===== config.mk =====
export PLATFORM = sky130hd
export DESIGN_NAME = slurm16_instruction_fetch_responder
export DESIGN_NICKNAME = d
export VERILOG_FILES = /design/src/rtl/slurm16_ifetch_pkg.sv /design/src/rtl/slurm16_ifetch_buffer.sv /design/src/rtl/slurm16_instruction_fetch_responder.sv
export SDC_FILE = /design/constraint.sdc
export NUM_CORES = 1
export LEC_CHECK = 0
export BUFFER_PORTS_ARGS = -buffer_cell sky130_fd_sc_hd__buf_4
export CAP_MARGIN = 15
export CORE_MARGIN = 5
export CORE_UTILIZATION = 35
export CTS_CLUSTER_SIZE = 30
export DETAILED_ROUTE_END_ITERATION = 6
export PLACE_DENSITY_LB_ADDON = 0.12
export REMOVE_ABC_BUFFERS = 1
export SYNTH_ARGS = -nofsm -noshare
export SYNTH_HDL_FRONTEND = slang
export SYNTH_SLANG_ARGS = --single-unit

===== constraint.sdc =====
create_clock -name CLK -period 8.23 [get_ports CLK]
set_clock_uncertainty 0.05 [all_clocks]
set_input_delay 0 -clock CLK [delete_from_list [all_inputs] [get_ports CLK]]
set_output_delay 0 -clock CLK [all_outputs]
set_load 0.01 [all_outputs]

===== src/rtl/slurm16_ifetch_pkg.sv =====
// slurm16 instruction-fetch responder: shared types and width helpers.
package slurm16_ifetch_pkg;

    localparam int DATA_BITS = 16;

    typedef enum logic [1:0] {
        IDLE,
        MISS_REQ,
        MISS_WAIT,
        FILL
    } state_t;

    function automatic int tag_bits(input int addr_bits, input int lines);
        return addr_bits - $clog2(lines);
    endfunction

endpackage


===== src/rtl/slurm16_ifetch_buffer.sv =====
// Direct-mapped single-word instruction buffer.
// Combinational read port, synchronous write port, clear-all of valid bits.
module slurm16_ifetch_buffer
    import slurm16_ifetch_pkg::*;
#(
    parameter int LINES      = 16,
    parameter int INDEX_BITS = 4,
    parameter int TAG_BITS   = 11
) (
    input  logic                  CLK,
    input  logic                  RSTb,
    input  logic                  clear_all,
    input  logic [INDEX_BITS-1:0] rd_index,
    output logic                  rd_valid,
    output logic [TAG_BITS-1:0]   rd_tag,
    output logic [DATA_BITS-1:0]  rd_data,
    input  logic                  wr_en,
    input  logic [INDEX_BITS-1:0] wr_index,
    input  logic [TAG_BITS-1:0]   wr_tag,
    input  logic [DATA_BITS-1:0]  wr_data
);

    logic [LINES-1:0]     valid;
    logic [TAG_BITS-1:0]  tags [LINES];
    logic [DATA_BITS-1:0] words[LINES];

    // Clear-all wins over a same-cycle write so a deferred flush drops the fill.
    always_ff @(posedge CLK or negedge RSTb) begin
        if (!RSTb) begin
            valid <= '0;
        end else if (clear_all) begin
            valid <= '0;
        end else if (wr_en) begin
            valid[wr_index] <= 1'b1;
        end
    end

    always_ff @(posedge CLK) begin
        if (wr_en) begin
            tags[wr_index]  <= wr_tag;
            words[wr_index] <= wr_data;
        end
    end

    assign rd_valid = valid[rd_index];
    assign rd_tag   = tags[rd_index];
    assign rd_data  = words[rd_index];

endmodule


===== src/rtl/slurm16_instruction_fetch_responder.sv =====
// slurm16 instruction-fetch responder: buffer hits in one cycle,
// misses fetched over the shared memory read bus.
module slurm16_instruction_fetch_responder
    import slurm16_ifetch_pkg::*;
#(
    parameter int LINES     = 16,
    parameter int ADDR_BITS = 15
) (
    input  logic                 CLK,
    input  logic                 RSTb,
    input  logic                 instruction_request,
    input  logic [ADDR_BITS-1:0] instruction_address,
    output logic                 instruction_valid,
    output logic [DATA_BITS-1:0] instruction_in,
    output logic [ADDR_BITS-1:0] instruction_address_in,
    input  logic                 instruction_flush,
    output logic                 mem_rd_req,
    output logic [ADDR_BITS-1:0] mem_rd_address,
    input  logic                 mem_rd_grant,
    input  logic                 mem_rd_valid,
    input  logic [DATA_BITS-1:0] mem_rd_data,
    output logic                 busy
);

    localparam int INDEX_BITS = $clog2(LINES);
    localparam int TAG_BITS   = tag_bits(ADDR_BITS, LINES);

    state_t state;
    state_t state_next;

    logic [ADDR_BITS-1:0] miss_addr;
    logic [DATA_BITS-1:0] fill_data;
    logic                 flush_pending;

    logic                 rd_valid;
    logic [TAG_BITS-1:0]  rd_tag;
    logic [DATA_BITS-1:0] rd_data;

    logic idle;
    logic clear_all;
    logic sample;
    logic hit;
    logic accept;

    assign idle      = (state == IDLE);
    assign clear_all = idle && (instruction_flush || flush_pending);
    assign sample    = idle && instruction_request && !clear_all;
    assign hit       = rd_valid
                    && (rd_tag == instruction_address[ADDR_BITS-1:INDEX_BITS]);
    assign accept    = (state == MISS_WAIT) && mem_rd_valid;

    slurm16_ifetch_buffer #(
        .LINES      (LINES),
        .INDEX_BITS (INDEX_BITS),
        .TAG_BITS   (TAG_BITS)
    ) u_buffer (
        .CLK       (CLK),
        .RSTb      (RSTb),
        .clear_all (clear_all),
        .rd_index  (instruction_address[INDEX_BITS-1:0]),
        .rd_valid  (rd_valid),
        .rd_tag    (rd_tag),
        .rd_data   (rd_data),
        .wr_en     (state == FILL),
        .wr_index  (miss_addr[INDEX_BITS-1:0]),
        .wr_tag    (miss_addr[ADDR_BITS-1:INDEX_BITS]),
        .wr_data   (fill_data)
    );

    always_ff @(posedge CLK or negedge RSTb) begin
        if (!RSTb) begin
            state <= IDLE;
        end else begin
            state <= state_next;
        end
    end

    always_comb begin
        state_next = state;
        case (state)
            IDLE:      if (sample && !hit) state_next = MISS_REQ;
            MISS_REQ:  if (mem_rd_grant)   state_next = MISS_WAIT;
            MISS_WAIT: if (mem_rd_valid)   state_next = FILL;
            FILL:      state_next = IDLE;
            default:   state_next = IDLE;
        endcase
    end

    always_ff @(posedge CLK or negedge RSTb) begin
        if (!RSTb) begin
            instruction_valid      <= 1'b0;
            instruction_in         <= '0;
            instruction_address_in <= '0;
            miss_addr              <= '0;
            fill_data              <= '0;
            flush_pending          <= 1'b0;
        end else begin
            instruction_valid <= 1'b0;
            if (sample && hit) begin
                instruction_valid      <= 1'b1;
                instruction_in         <= rd_data;
                instruction_address_in <= instruction_address;
            end
            if (sample && !hit) begin
                miss_addr <= instruction_address;
            end
            // Response is registered so it appears during the FILL cycle.
            if (accept) begin
                fill_data              <= mem_rd_data;
                instruction_valid      <= 1'b1;
                instruction_in         <= mem_rd_data;
                instruction_address_in <= miss_addr;
            end
            if (idle) begin
                flush_pending <= 1'b0;
            end else if (instruction_flush) begin
                flush_pending <= 1'b1;
            end
        end
    end

    assign mem_rd_req     = (state == MISS_REQ);
    assign mem_rd_address = miss_addr;
    assign busy           = !idle;

endmodule


==> impl_metrics.yaml <==
critical_path:
  path_delay_family: "buffers and inverters"
  crit_required_ps: 8620
  arrival_ps: 4430
  path_max_fanout: 63
  crit_chain: "dlygate4sd3_1 > buf_4 > buf_4 > mux4_2 > mux2i_1 > mux2i_1 > xnor2_1 > o2111ai_1 > or4b_4 > nand3_1 > o211ai_2"
  cp-end-kind: "flop"
  reg2reg_from: "u_buffer.tags[1][3]"
  crit_type: "in2reg"
  cp-start-kind: "input port"
  critical_path_buf_inv_count: 3
  cp_slowest_stage_delay_ps: 1010
  cp_slowest_cell: "or4b_4"
  reg2reg_slack_ps: 4590
  startpoint: "instruction_address[0]"
yosys:
  synth_top_family_by_area: "multiplexers"
  ys_ff_latch: 514
  synthArstFlopShare: 0.1595
  yosysSeqAreaShare: 0.7424
  ys_types: 46
  syn_inst: 1021
  synthAdderAreaFrac: 0.002473
  synth.area.mux_share: 0.1628
  synth_compound_area_frac: 0.03116
  yosys_warnings: 0
  synth-edff-count: 432
  syn_avg_cell_area_sq_um: 19.82
  synthXorXnorAreaFrac: 0.005626
  synth-simple-area-share: 0.04043
  yosys_most_used_dff: "edfxtp_1"
  netlist_area_sq_um: 20240
layout:
  num-fill-cells: 5160
  drive_gt1_frac: 0.3196
  mostFrequentLayoutCell: "edfxtp_1"
  final_cell_count_no_fill: 1979
  layout.nets: 1209
  antennaDiodeCount: 0
  syn_to_final_growth_pct: 19.08
  final_cell_mix: "432 x edfxtp_1, 119 x mux4_2, 113 x buf_4"
floorplan:
  rows: 88
  die_w_microns: 250.5
  start_util: 0.3521
  die_area_sq_um: 62730
  coreArea_sq_um: 57480
  die_h_microns: 250.5
  ioPinCount: 86
clock_network:
  cts_hold_buf: 34
  clkTransAtPathRegs_ps: 60
  clkLatencyLatePin_ps: 590
  cts_htree_levels: 2
  cts_tree: "built"
  cts_setup_buffers: 0
  root_buffer: "clkbuf_16"
  cts_resized: 0
  ctsLongestPathBuffers: 3
  clock-sinks: 514
  cts_buffers: 55
global_route:
  first_global_vias: 10886
  grt_antenna_before_repair: 0
  grt-ovfl-total: 0
  grt_usage: 0.1631
  grt_pass1_wl_microns: 75640
  grt_max_degree: 78
placement:
  dp_cells: 1842
  pre_cts_ws_ps: 3915
  dpl.hpwl_microns: 27700
  gp_congestion: 0.7044
  port_buffers: 85
timing:
  whs_ps: 104.2
  max_freq_mhz: 247.7
  min_period_ps: 4037
  hold_viol: 0
  rsz0062_at_grt: "no"
  fin_crit_sh: 0.4905
  tightest_slew_ps: 1163
  fin_tns_setup_ps: 0
  setup_viol: 0
  relSlewSlack: 0.2245
  worst_slack_ps: 4193
  drv_slew: 0
drt:
  first_pass_iters: 6
  ant_nets: 0
  drt-wirelength-per-cell_microns: 25.95
  drc_errors: 0
  drt-vias-per-instance: 5.120
  drt-initial-drc-count: 780
  vias: 10132
  totalWireLength_microns: 51350
pwr:
  power.density_nw_per_um2: 309.6
  finalPower_uw: 7461
  p_leak_uw: 0.008457
  ir_worst_vdd_uv: 147.6
worst_hold_path:
  hold_class: "in2reg"
  min_from: "instruction_request"
run_status:
  status: "completed"
flow_run:
  max_cap_viol_count: 0
==> cells by family after synthesis <==
| kind of cell | Yosys count |
|---|---|
| compound gates | 65 |
| xor+xnor | 13 |
| fa+ha+maj | 4 |
| buf+inv | 63 |
| flops | 514 |
| mux | 178 |
| simple gates | 184 |
==> metrics by stage <==
| stage | cell area (sq um) | util |
|---|---|---|
| after floorplan | 19950 | - |
| after global placement | 21890 | 0.3809 |
| after detailed placement | 21890 | 0.3809 |
| after CTS | 24100 | 0.4193 |
| after global routing | 24100 | 0.4193 |
| final | 24100 | 0.4193 |
==> worst paths after layout <==
check / end / depth (start not counted)
max: instruction_in[14] / 11
min: state[0] / 5
max reg2reg: instruction_in[14] / 7
min reg2reg: u_buffer.valid[11] / 1
max in group asynchronous: fill_data[11] / 3
min in group asynchronous: mem_rd_address[12] / 3
==> flip-flops by register name, indices dropped and copies added (netlist names) <==
name and flops:
u_buffer.words 256, state 2, instruction_valid 1, fill_data 16, u_buffer.valid 16, instruction_in 16
mem_rd_address 15, flush_pending 1, instruction_address_in 15, u_buffer.tags 176
==> final cells by class <==
cell class | count | area, sq um | share of cell area
clock inverters | 33 | 367.9 | 0.01526
clock buffers | 70 | 1503 | 0.06235
well taps | 765 | 957.2 | 0.03972
repair buffers | 147 | 1189 | 0.04932
multi-input cells | 444 | 5037 | 0.2090
inverters | 6 | 22.52 | 0.0009345
flip-flops and latches | 514 | 15020 | 0.6234
==> where the power goes <==
group / internal, uW / switching [uW]
Clock: 1540 / 1010
Sequential: 3440 / 412
Combinational: 478 / 586
==> tightest hold or removal path: cells and delay by family <==
| kind | cells | cell delay, ps |
|---|---|---|
| AND/OR/NAND/NOR | 1 | 170 |
| AO/OA/AOI/OAI | 3 | 420 |
| buffers and inverters | 1 | 110 |
==> synthesized netlist by cell type (all sizes together), types with 2 or more instances <==
cell / number / area share
a21oi: 3 / 0.00074
nand2: 100 / 0.019
nor3: 5 / 0.0012
o211ai: 30 / 0.018
xor2: 6 / 0.0026
mux2: 19 / 0.011
ha: 4 / 0.0025
inv: 6 / 0.0011
nor2: 17 / 0.0032
xnor2: 7 / 0.0030
mux4: 119 / 0.13
edfxtp: 432 / 0.64
mux2i: 40 / 0.020
dfrtp: 82 / 0.10
nand2b: 4 / 0.0012
buf: 36 / 0.010
o21a: 16 / 0.0059
a22oi: 6 / 0.0022
and2: 3 / 0.00093
nand3b: 2 / 0.00074
nand4: 2 / 0.00062
nand3: 39 / 0.0096
nor2b: 4 / 0.0012
clkbuf: 21 / 0.0039
o311ai: 2 / 0.00087
==> layer usage <==
metal	routed length, microns	vias to the layer above	track usage	part of all wire
met3	1735	69	0.02222	0.034
met2	25620	172	0.2762	0.50
met4	934	0	0.03883	0.018
met5	0	-	0	0
li1	-	4415	-	-
met1	23060	5476	0.2259	0.45
Note: power is estimated with default switching activity, not from simulation.
